**config.mk**
```make
export PLATFORM = sky130hd
export DESIGN_NAME = bsg_adder_wallace_tree_sum_seq
export DESIGN_NICKNAME = d
export VERILOG_FILES = /design/src/rtl/bsg_adder_wallace_tree_sum_pkg.sv /design/src/rtl/bsg_adder_wallace_tree.sv /design/src/rtl/bsg_adder_wallace_tree_sum_seq.sv
export SDC_FILE = /design/constraint.sdc
export NUM_CORES = 1
export LEC_CHECK = 0
export CAP_MARGIN = 10
export CELL_PAD_IN_SITES_DETAIL_PLACEMENT = 1
export CELL_PAD_IN_SITES_GLOBAL_PLACEMENT = 1
export CORE_ASPECT_RATIO = 0.6
export CORE_MARGIN = 4
export CORE_UTILIZATION = 26
export CTS_BUF_LIST = sky130_fd_sc_hd__clkbuf_4 sky130_fd_sc_hd__clkbuf_8
export CTS_CLUSTER_DIAMETER = 50
export DETAILED_ROUTE_END_ITERATION = 10
export PLACE_DENSITY_LB_ADDON = 0.1
export SLEW_MARGIN = 0
export SYNTH_ARGS = -nofsm -noshare
export SYNTH_HDL_FRONTEND = slang
export SYNTH_SLANG_ARGS = --single-unit
```
**constraint.sdc**
```tcl
create_clock -name clk_i -period 1.58 [get_ports clk_i]
set_clock_uncertainty 0.05 [all_clocks]
set_input_delay 0.158 -clock clk_i [delete_from_list [all_inputs] [get_ports clk_i]]
set_output_delay 0.158 -clock clk_i [all_outputs]
set_load 0.005 [all_outputs]
```
**src/rtl/bsg_adder_wallace_tree_sum_pkg.sv**
```systemverilog
// Shared types and helpers for the streaming Wallace-tree summer.
package bsg_adder_wallace_tree_sum_pkg;

  // Controller states: collect operands, reduce one batch, present the sum.
  typedef enum logic [1:0] {
    eFill   = 2'd0,
    eReduce = 2'd1,
    eDone   = 2'd2
  } state_e;

  // Upper bound on the batch size; sizes slot-index arithmetic.
  localparam int max_capacity = 32;

  // clog2 that never returns 0, so a 1-entry index still gets one bit.
  function automatic int safe_clog2(input int n);
    return (n <= 1) ? 1 : $clog2(n);
  endfunction

  // Batch sizes the tree and pointer logic are built for.
  function automatic bit capacity_legal(input int c);
    return (c == 8) || (c == 16) || (c == 32);
  endfunction

endpackage

```
**src/rtl/bsg_adder_wallace_tree.sv**
```systemverilog
// Carry-save (Wallace) reduction of capacity_p operands down to two rows.
// resA_o + resB_o equals the sum of all operands modulo 2^width_p.
module bsg_adder_wallace_tree
  import bsg_adder_wallace_tree_sum_pkg::*;
#(
  parameter int width_p    = 32,
  parameter int capacity_p = 8
) (
  input  logic [capacity_p-1:0][width_p-1:0] ops_i,
  output logic [width_p-1:0]                 resA_o,
  output logic [width_p-1:0]                 resB_o
);

  localparam int idx_w = safe_clog2(capacity_p);

  // Number of 3:2 compressor levels needed to reach two rows.
  function automatic int num_levels(input int n);
    int c = 0;
    int m = n;
    for (int k = 0; k < 32; k++) begin
      if (m > 2) begin
        m = m - m / 3;
        c++;
      end
    end
    return c;
  endfunction

  localparam int levels_lp = num_levels(capacity_p);

  logic [width_p-1:0] cur [capacity_p];
  logic [width_p-1:0] nxt [capacity_p];
  int rows_n;
  int grp_n;
  int rem_n;

  // Each level groups rows in threes: sum row first, carry rows next, leftovers passed on.
  always_comb begin
    for (int r = 0; r < capacity_p; r++) begin
      cur[idx_w'(r)] = ops_i[r];
      nxt[idx_w'(r)] = '0;
    end
    rows_n = capacity_p;
    grp_n  = 0;
    rem_n  = 0;
    for (int l = 0; l < levels_lp; l++) begin
      grp_n = rows_n / 3;
      rem_n = rows_n - 3 * grp_n;
      for (int r = 0; r < capacity_p; r++) begin
        if (r < grp_n) begin
          nxt[idx_w'(r)] = cur[idx_w'(3*r)] ^ cur[idx_w'(3*r+1)] ^ cur[idx_w'(3*r+2)];
        end else if (r < 2 * grp_n) begin
          nxt[idx_w'(r)] = ((cur[idx_w'(3*(r-grp_n))]   & cur[idx_w'(3*(r-grp_n)+1)]) |
                            (cur[idx_w'(3*(r-grp_n))]   & cur[idx_w'(3*(r-grp_n)+2)]) |
                            (cur[idx_w'(3*(r-grp_n)+1)] & cur[idx_w'(3*(r-grp_n)+2)])) << 1;
        end else if (r < 2 * grp_n + rem_n) begin
          nxt[idx_w'(r)] = cur[idx_w'(3*grp_n + r - 2*grp_n)];
        end else begin
          nxt[idx_w'(r)] = '0;
        end
      end
      for (int r = 0; r < capacity_p; r++) begin
        cur[idx_w'(r)] = nxt[idx_w'(r)];
      end
      rows_n = 2 * grp_n + rem_n;
    end
    resA_o = cur[0];
    resB_o = cur[1];
  end

endmodule

```
**src/rtl/bsg_adder_wallace_tree_sum_seq.sv**
```systemverilog
// Streaming multi-operand summer: batches operands into a slot buffer,
// reduces each batch through a Wallace tree and accumulates the result.
module bsg_adder_wallace_tree_sum_seq
  import bsg_adder_wallace_tree_sum_pkg::*;
#(
  parameter int width_p       = 32,
  parameter int capacity_p    = 8,
  parameter int count_width_p = 16
) (
  input  logic                     clk_i,
  input  logic                     reset_i,
  input  logic                     v_i,
  input  logic [width_p-1:0]       data_i,
  input  logic                     last_i,
  output logic                     ready_o,
  output logic                     v_o,
  output logic [width_p-1:0]       sum_o,
  output logic [count_width_p-1:0] count_o,
  input  logic                     yumi_i
);

  localparam int ptr_width = safe_clog2(capacity_p);

  if (!capacity_legal(capacity_p)) begin : g_bad_capacity
    $error("capacity_p must be 8, 16 or 32");
  end

  state_e                          state_q;
  logic [width_p-1:0]              slots_q [capacity_p];
  logic [capacity_p-1:0][width_p-1:0] tree_ops;
  logic [ptr_width-1:0]            ptr_q;
  logic [width_p-1:0]              acc_q;
  logic [count_width_p-1:0]        count_q;
  logic                            last_q;
  logic [width_p-1:0]              res_a;
  logic [width_p-1:0]              res_b;
  logic                            accept;
  logic                            batch_end;

  assign accept    = v_i & ready_o;
  assign batch_end = last_i | (ptr_q == ptr_width'(capacity_p - 1));

  for (genvar gi = 0; gi < capacity_p; gi++) begin : g_pack
    assign tree_ops[gi] = slots_q[gi];
  end

  bsg_adder_wallace_tree #(
    .width_p   (width_p),
    .capacity_p(capacity_p)
  ) u_tree (
    .ops_i (tree_ops),
    .resA_o(res_a),
    .resB_o(res_b)
  );

  // Slot buffer: written by accepted beats, cleared once its batch is reduced.
  always_ff @(posedge clk_i or posedge reset_i) begin
    if (reset_i) begin
      for (int i = 0; i < capacity_p; i++) slots_q[i] <= '0;
    end else if (state_q == eReduce) begin
      for (int i = 0; i < capacity_p; i++) slots_q[i] <= '0;
    end else if (accept) begin
      slots_q[ptr_q] <= data_i;
    end
  end

  // Controller: fill pointer, running count, accumulator and state sequencing.
  always_ff @(posedge clk_i or posedge reset_i) begin
    if (reset_i) begin
      state_q <= eFill;
      ptr_q   <= '0;
      acc_q   <= '0;
      count_q <= '0;
      last_q  <= 1'b0;
    end else begin
      case (state_q)
        eFill: begin
          if (accept) begin
            ptr_q <= ptr_q + ptr_width'(1);
            if (count_q != {count_width_p{1'b1}}) count_q <= count_q + count_width_p'(1);
            if (batch_end) begin
              state_q <= eReduce;
              last_q  <= last_i;
            end
          end
        end
        eReduce: begin
          acc_q   <= acc_q + res_a + res_b;
          ptr_q   <= '0;
          state_q <= last_q ? eDone : eFill;
        end
        eDone: begin
          if (yumi_i) begin
            acc_q   <= '0;
            count_q <= '0;
            last_q  <= 1'b0;
            state_q <= eFill;
          end
        end
        default: state_q <= eFill;
      endcase
    end
  end

  assign ready_o = (state_q == eFill);
  assign v_o     = (state_q == eDone);
  assign sum_o   = acc_q;
  assign count_o = count_q;

`ifndef SYNTHESIS
  // The consumer may only take a sum that is being offered.
  yumi_only_when_valid: assert property (@(posedge clk_i) disable iff (reset_i) !(yumi_i && !v_o));
`endif

endmodule

```
==> results of run 1 <==
worst max-delay path: stages (launching register included):
cell                       delay (ps)
sky130_fd_sc_hd__dfrtp_2          450
sky130_fd_sc_hd__nand4_1          110
sky130_fd_sc_hd__or4_4            550
sky130_fd_sc_hd__or3_1            320
sky130_fd_sc_hd__o211ai_1         120
power by group through the flow:
| stage | Sequential (uW) | Combinational [uW] | Clock [uW] |
|---|---|---|---|
| finish | 1140 | 3000 | 428 |
| global route | 1180 | 3260 | 474 |
| CTS | 1140 | 2760 | 453 |
| detailed placement | 1110 | 2380 | 0 |
| global placement | 1100 | 2320 | 0 |
| floorplan | 1110 | 1050 | 0 |
through the flow:
stage	cell area (um2)	std cells	total power, uW	hold slack [ps]	TNS (ps)
floorplan	1777	207	2159	96.95	-37.53
global placement	2180	324	3416	445.7	-3008
detailed placement	2180	324	3491	475.8	-3802
CTS	2464	339	4357	199.6	-592.8
global route	2599	346	4913	220.5	-1690
finish	2599	346	4570	189.1	-409.2
cell usage after synthesis, types with 2 or more instances:
| master | n | area [um2] |
|---|---|---|
| sky130_fd_sc_hd__a211o_1 | 3 | 26.28 |
| sky130_fd_sc_hd__a21o_1 | 3 | 22.52 |
| sky130_fd_sc_hd__a21oi_1 | 2 | 10.01 |
| sky130_fd_sc_hd__a22oi_1 | 3 | 22.52 |
| sky130_fd_sc_hd__a31oi_1 | 4 | 25.02 |
| sky130_fd_sc_hd__and3_1 | 4 | 25.02 |
| sky130_fd_sc_hd__and4_1 | 2 | 17.52 |
| sky130_fd_sc_hd__and4_2 | 2 | 20.02 |
| sky130_fd_sc_hd__buf_4 | 34 | 255.2 |
| sky130_fd_sc_hd__buf_6 | 2 | 22.52 |
| sky130_fd_sc_hd__clkbuf_8 | 2 | 27.53 |
| sky130_fd_sc_hd__dfrtp_1 | 22 | 550.5 |
| sky130_fd_sc_hd__ha_1 | 3 | 37.54 |
| sky130_fd_sc_hd__inv_1 | 4 | 15.01 |
| sky130_fd_sc_hd__mux2i_1 | 3 | 30.03 |
| sky130_fd_sc_hd__nand2_1 | 13 | 48.80 |
| sky130_fd_sc_hd__nand3_1 | 10 | 50.05 |
| sky130_fd_sc_hd__nand3b_1 | 2 | 15.01 |
| sky130_fd_sc_hd__nand4_1 | 4 | 25.02 |
| sky130_fd_sc_hd__nand4_2 | 3 | 37.54 |
| sky130_fd_sc_hd__nor2_1 | 8 | 30.03 |
| sky130_fd_sc_hd__nor3_1 | 2 | 10.01 |
| sky130_fd_sc_hd__nor3b_1 | 3 | 22.52 |
| sky130_fd_sc_hd__nor4_1 | 3 | 18.77 |
| sky130_fd_sc_hd__nor4_4 | 2 | 42.54 |
| sky130_fd_sc_hd__o21ai_0 | 10 | 50.05 |
| sky130_fd_sc_hd__o311ai_0 | 3 | 26.28 |
| sky130_fd_sc_hd__o31ai_1 | 2 | 15.01 |
repair_timing:
| item | 4_1_cts | 5_1_grt |
|---|---|---|
| setup endpoints to repair | 20 | 26 |
| setup buffers | 11 | 7 |
| pin swaps | 13 | 10 |
| gates resized for setup | 39 | 26 |
state kept, by name, indices dropped and copies added (netlist names):
register	cells
ptr_q	3
state_q	2
count_o	16
last_q	1
routing by layer:
layer / track usage [%] / vias up / routed length (um)
met5: 0 / - / 0
met4: 3.005 / 0 / 53
met3: 3.575 / 6 / 273
met2: 24.19 / 48 / 2727
met1: 21.84 / 813 / 2956
li1: - / 761 / -
worst min-delay path by stage:
stage                             end  cells after the start      from
after CTS                  state_q[1]                      3   reset_i
after global placement       ptr_q[1]                      2  ptr_q[1]
after global routing       state_q[1]                      3   reset_i
after floorplan           count_o[10]                      1   reset_i
after detailed placement       last_q                      2    last_q
final                      state_q[1]                      3   reset_i
cells by family (layout without fill, tap and decap cells):
logic type | count (synthesis) | in the layout | synth area share (%)
other | 1 | 32 | 0.2290
flip-flops | 22 | 22 | 33.61
adder cells (fa/ha/maj) | 3 | 3 | 2.292
multiplexers | 3 | 3 | 1.834
AO/OA/AOI/OAI | 37 | 37 | 16.04
AND/OR/NAND/NOR | 67 | 67 | 26.13
buffers and inverters | 43 | 98 | 19.86
area by class of cell:
cell class | count | area [um2] | area share [%]
clock buffers | 4 | 55.05 | 2.118
inverters | 4 | 15.01 | 0.5778
multi-input cells | 142 | 1052 | 40.49
flip-flops and latches | 22 | 563.0 | 21.67
well taps | 84 | 105.1 | 4.044
repair buffers | 90 | 808.3 | 31.10
==> results, run 1 <==
- The capture instance of the worst register-to-register path is count_o[15].
- The startpoint identified for the worst register-to-register timing path is count_o[3].
- The critical path arrival is 1810 ps.
- The synthesized instance count is 176.
- The post-layout net count is 303.
- The post-layout utilization of the core is 42.53%.
- The number of max-capacitance violations reported is 0.
- The endpoint required time on the critical path is 1710 ps.
- The wire length of the first global-routing pass is 9.411 mm.
- The die extent in y is 69.48 um.
- The clock transition at the registers of the reported paths is 90 ps.
- The top cell types in the final layout, fill and taps aside, are sky130_fd_sc_hd__buf_4, sky130_fd_sc_hd__conb_1, sky130_fd_sc_hd__buf_6.
- The final route contains 1628 vias.
- The synthesized netlist occupies a cell area of 0.001638 mm2.
- 0 antenna diodes ended up in the layout.
- The core area is 0.006111 mm2.
- CTS placed an instance of sky130_fd_sc_hd__clkbuf_8 at the clock tree root.
- The global-route usage over all layers is 15.45%.
- The startpoint-to-endpoint class of the critical path is reg2reg.
- The final wirelength is 6.011 mm.
- Summed over all nets, the switching power comes to 1838 uW.
- The setup slack at placement is -374.5 ps.
- The combinational share of power is 65.6%.
- The most frequent standard cell in the layout excluding fill and tap cells is sky130_fd_sc_hd__buf_4.
- The floorplan step defined a die boundary enclosing 0.007675 mm2.
- For this block, the initial DRC count from the detailed router was 37.
- TritonCTS built the clock tree.
- In this run the number of H-tree levels came out at 1.
- The checks that failed: negative setup slack.
- Setup repair after global routing could not meet its margin everywhere.
- The flow ran to the end, but the final reports show violations.
- The wire length per cell after detailed routing is 17.37 um.
- Of the cells placed in the final design, the portion with a size suffix greater than 1 is 45.42%.
- The clock passes through at most 2 buffers.
- The part of the cycle the worst path needs is 106.5%.
- The area growth from synthesis to layout is 58.67%.
- The dominant register cell in the synthesized netlist is sky130_fd_sc_hd__dfrtp_1.
- For the worst flop-to-flop path, the logic depth is 4.
- Entering global routing, the biggest net connects 23 pins.
- The kind of end point of the critical path is a register.
- The endpoint of the worst setup timing path is count_o[15].
- The type of the worst min-delay path is in2async.
- The clock network latency to the later pin of the worst-skew pair is 270 ps.
- Pin placement for this block handled 87 I/O pins.
- The kind of launch point of the worst setup path is a register.
- The number of unique standard cell types used by synthesis is 46.
- The power density over cell area is 1759 mW/mm2.
- The count of buffers from port buffering is 22.
- The number of antenna violations at the first check in global routing came to 0.
- The clock share of power is 9.4%.
- Sequential cells account for 25.0% of the total power.
- The switching portion of total power is 40.23%.
- For this design the static power due to leakage is 0.001206 uW.
- The number of buffers created by CTS is 3.
- Of all nets on the critical path, the largest fanout is 5.
- Before antenna repair, the detailed router went through 4 iterations.
- The ratio of routed vias to standard cells is 4.705.
- Setup violations remaining at the end of the flow were counted as 9.
- The number of pins exceeding their max-slew limit in the final report is 0.
- The final routed DRC violation total is 0.
- After synthesis, flip-flops and latches occupy 33.61% of the total area.
- The cts-stage hold buffer count is 0.
- The number of synthesized register bits is 22.
- For this run, the number of Yosys warnings is 0.
- In this run the worst setup path begins at count_o[3].
- The number of sinks on the clock net is 22.
- The overall die width is 110.5 um.
- In the synthesized netlist the async set-or-reset flop fraction comes to 100.0%.
- In this run the remaining antenna-violating nets after routing total 0.
- The worst supply voltage drop on vdd is 0.5168 mV.
- Routability-driven placement finished with a final weighted congestion of 0.8091.
- The floorplan has 22 rows.
- The number of synthesized flops with an enable pin is 0.
- The total congestion overflow is 0.
- The cell internal power dissipation is 2732 uW.
- The number of endpoints with negative hold slack in the final report came to 0.
- The initial utilization of the core area, before any placement, comes to 26.80%.
- Across all setup checks in the final design, the least slack found is -102.7 ps.
- The average footprint of a synthesized cell is 9.306 um2.
- The number of global-route vias before repair was 1736.
- The worst register-to-register path has a setup slack of -100 ps.
- Counting the fill cells in the layout gives 725.
- Based on the critical path, the design can be clocked at up to 594.3 MHz.
- After layout, the minimum clock period comes to 1683 ps.
- The HPWL after detailed placement is 4.494 mm.
Power figures use the tool's default switching activity.
==> inputs of run 2 (changes only) <==
- HOLD_SLACK_MARGIN: not set -> 0.02
==> results of run 2 <==
Same layout as run 1: the final DEF is identical, and so are final timing and power.
==> inputs of run 3 (changes only) <==
- CTS_CLUSTER_SIZE: not set -> 14
==> results of run 3 <==
Same layout as run 1: the final DEF is identical, and so are final timing and power.
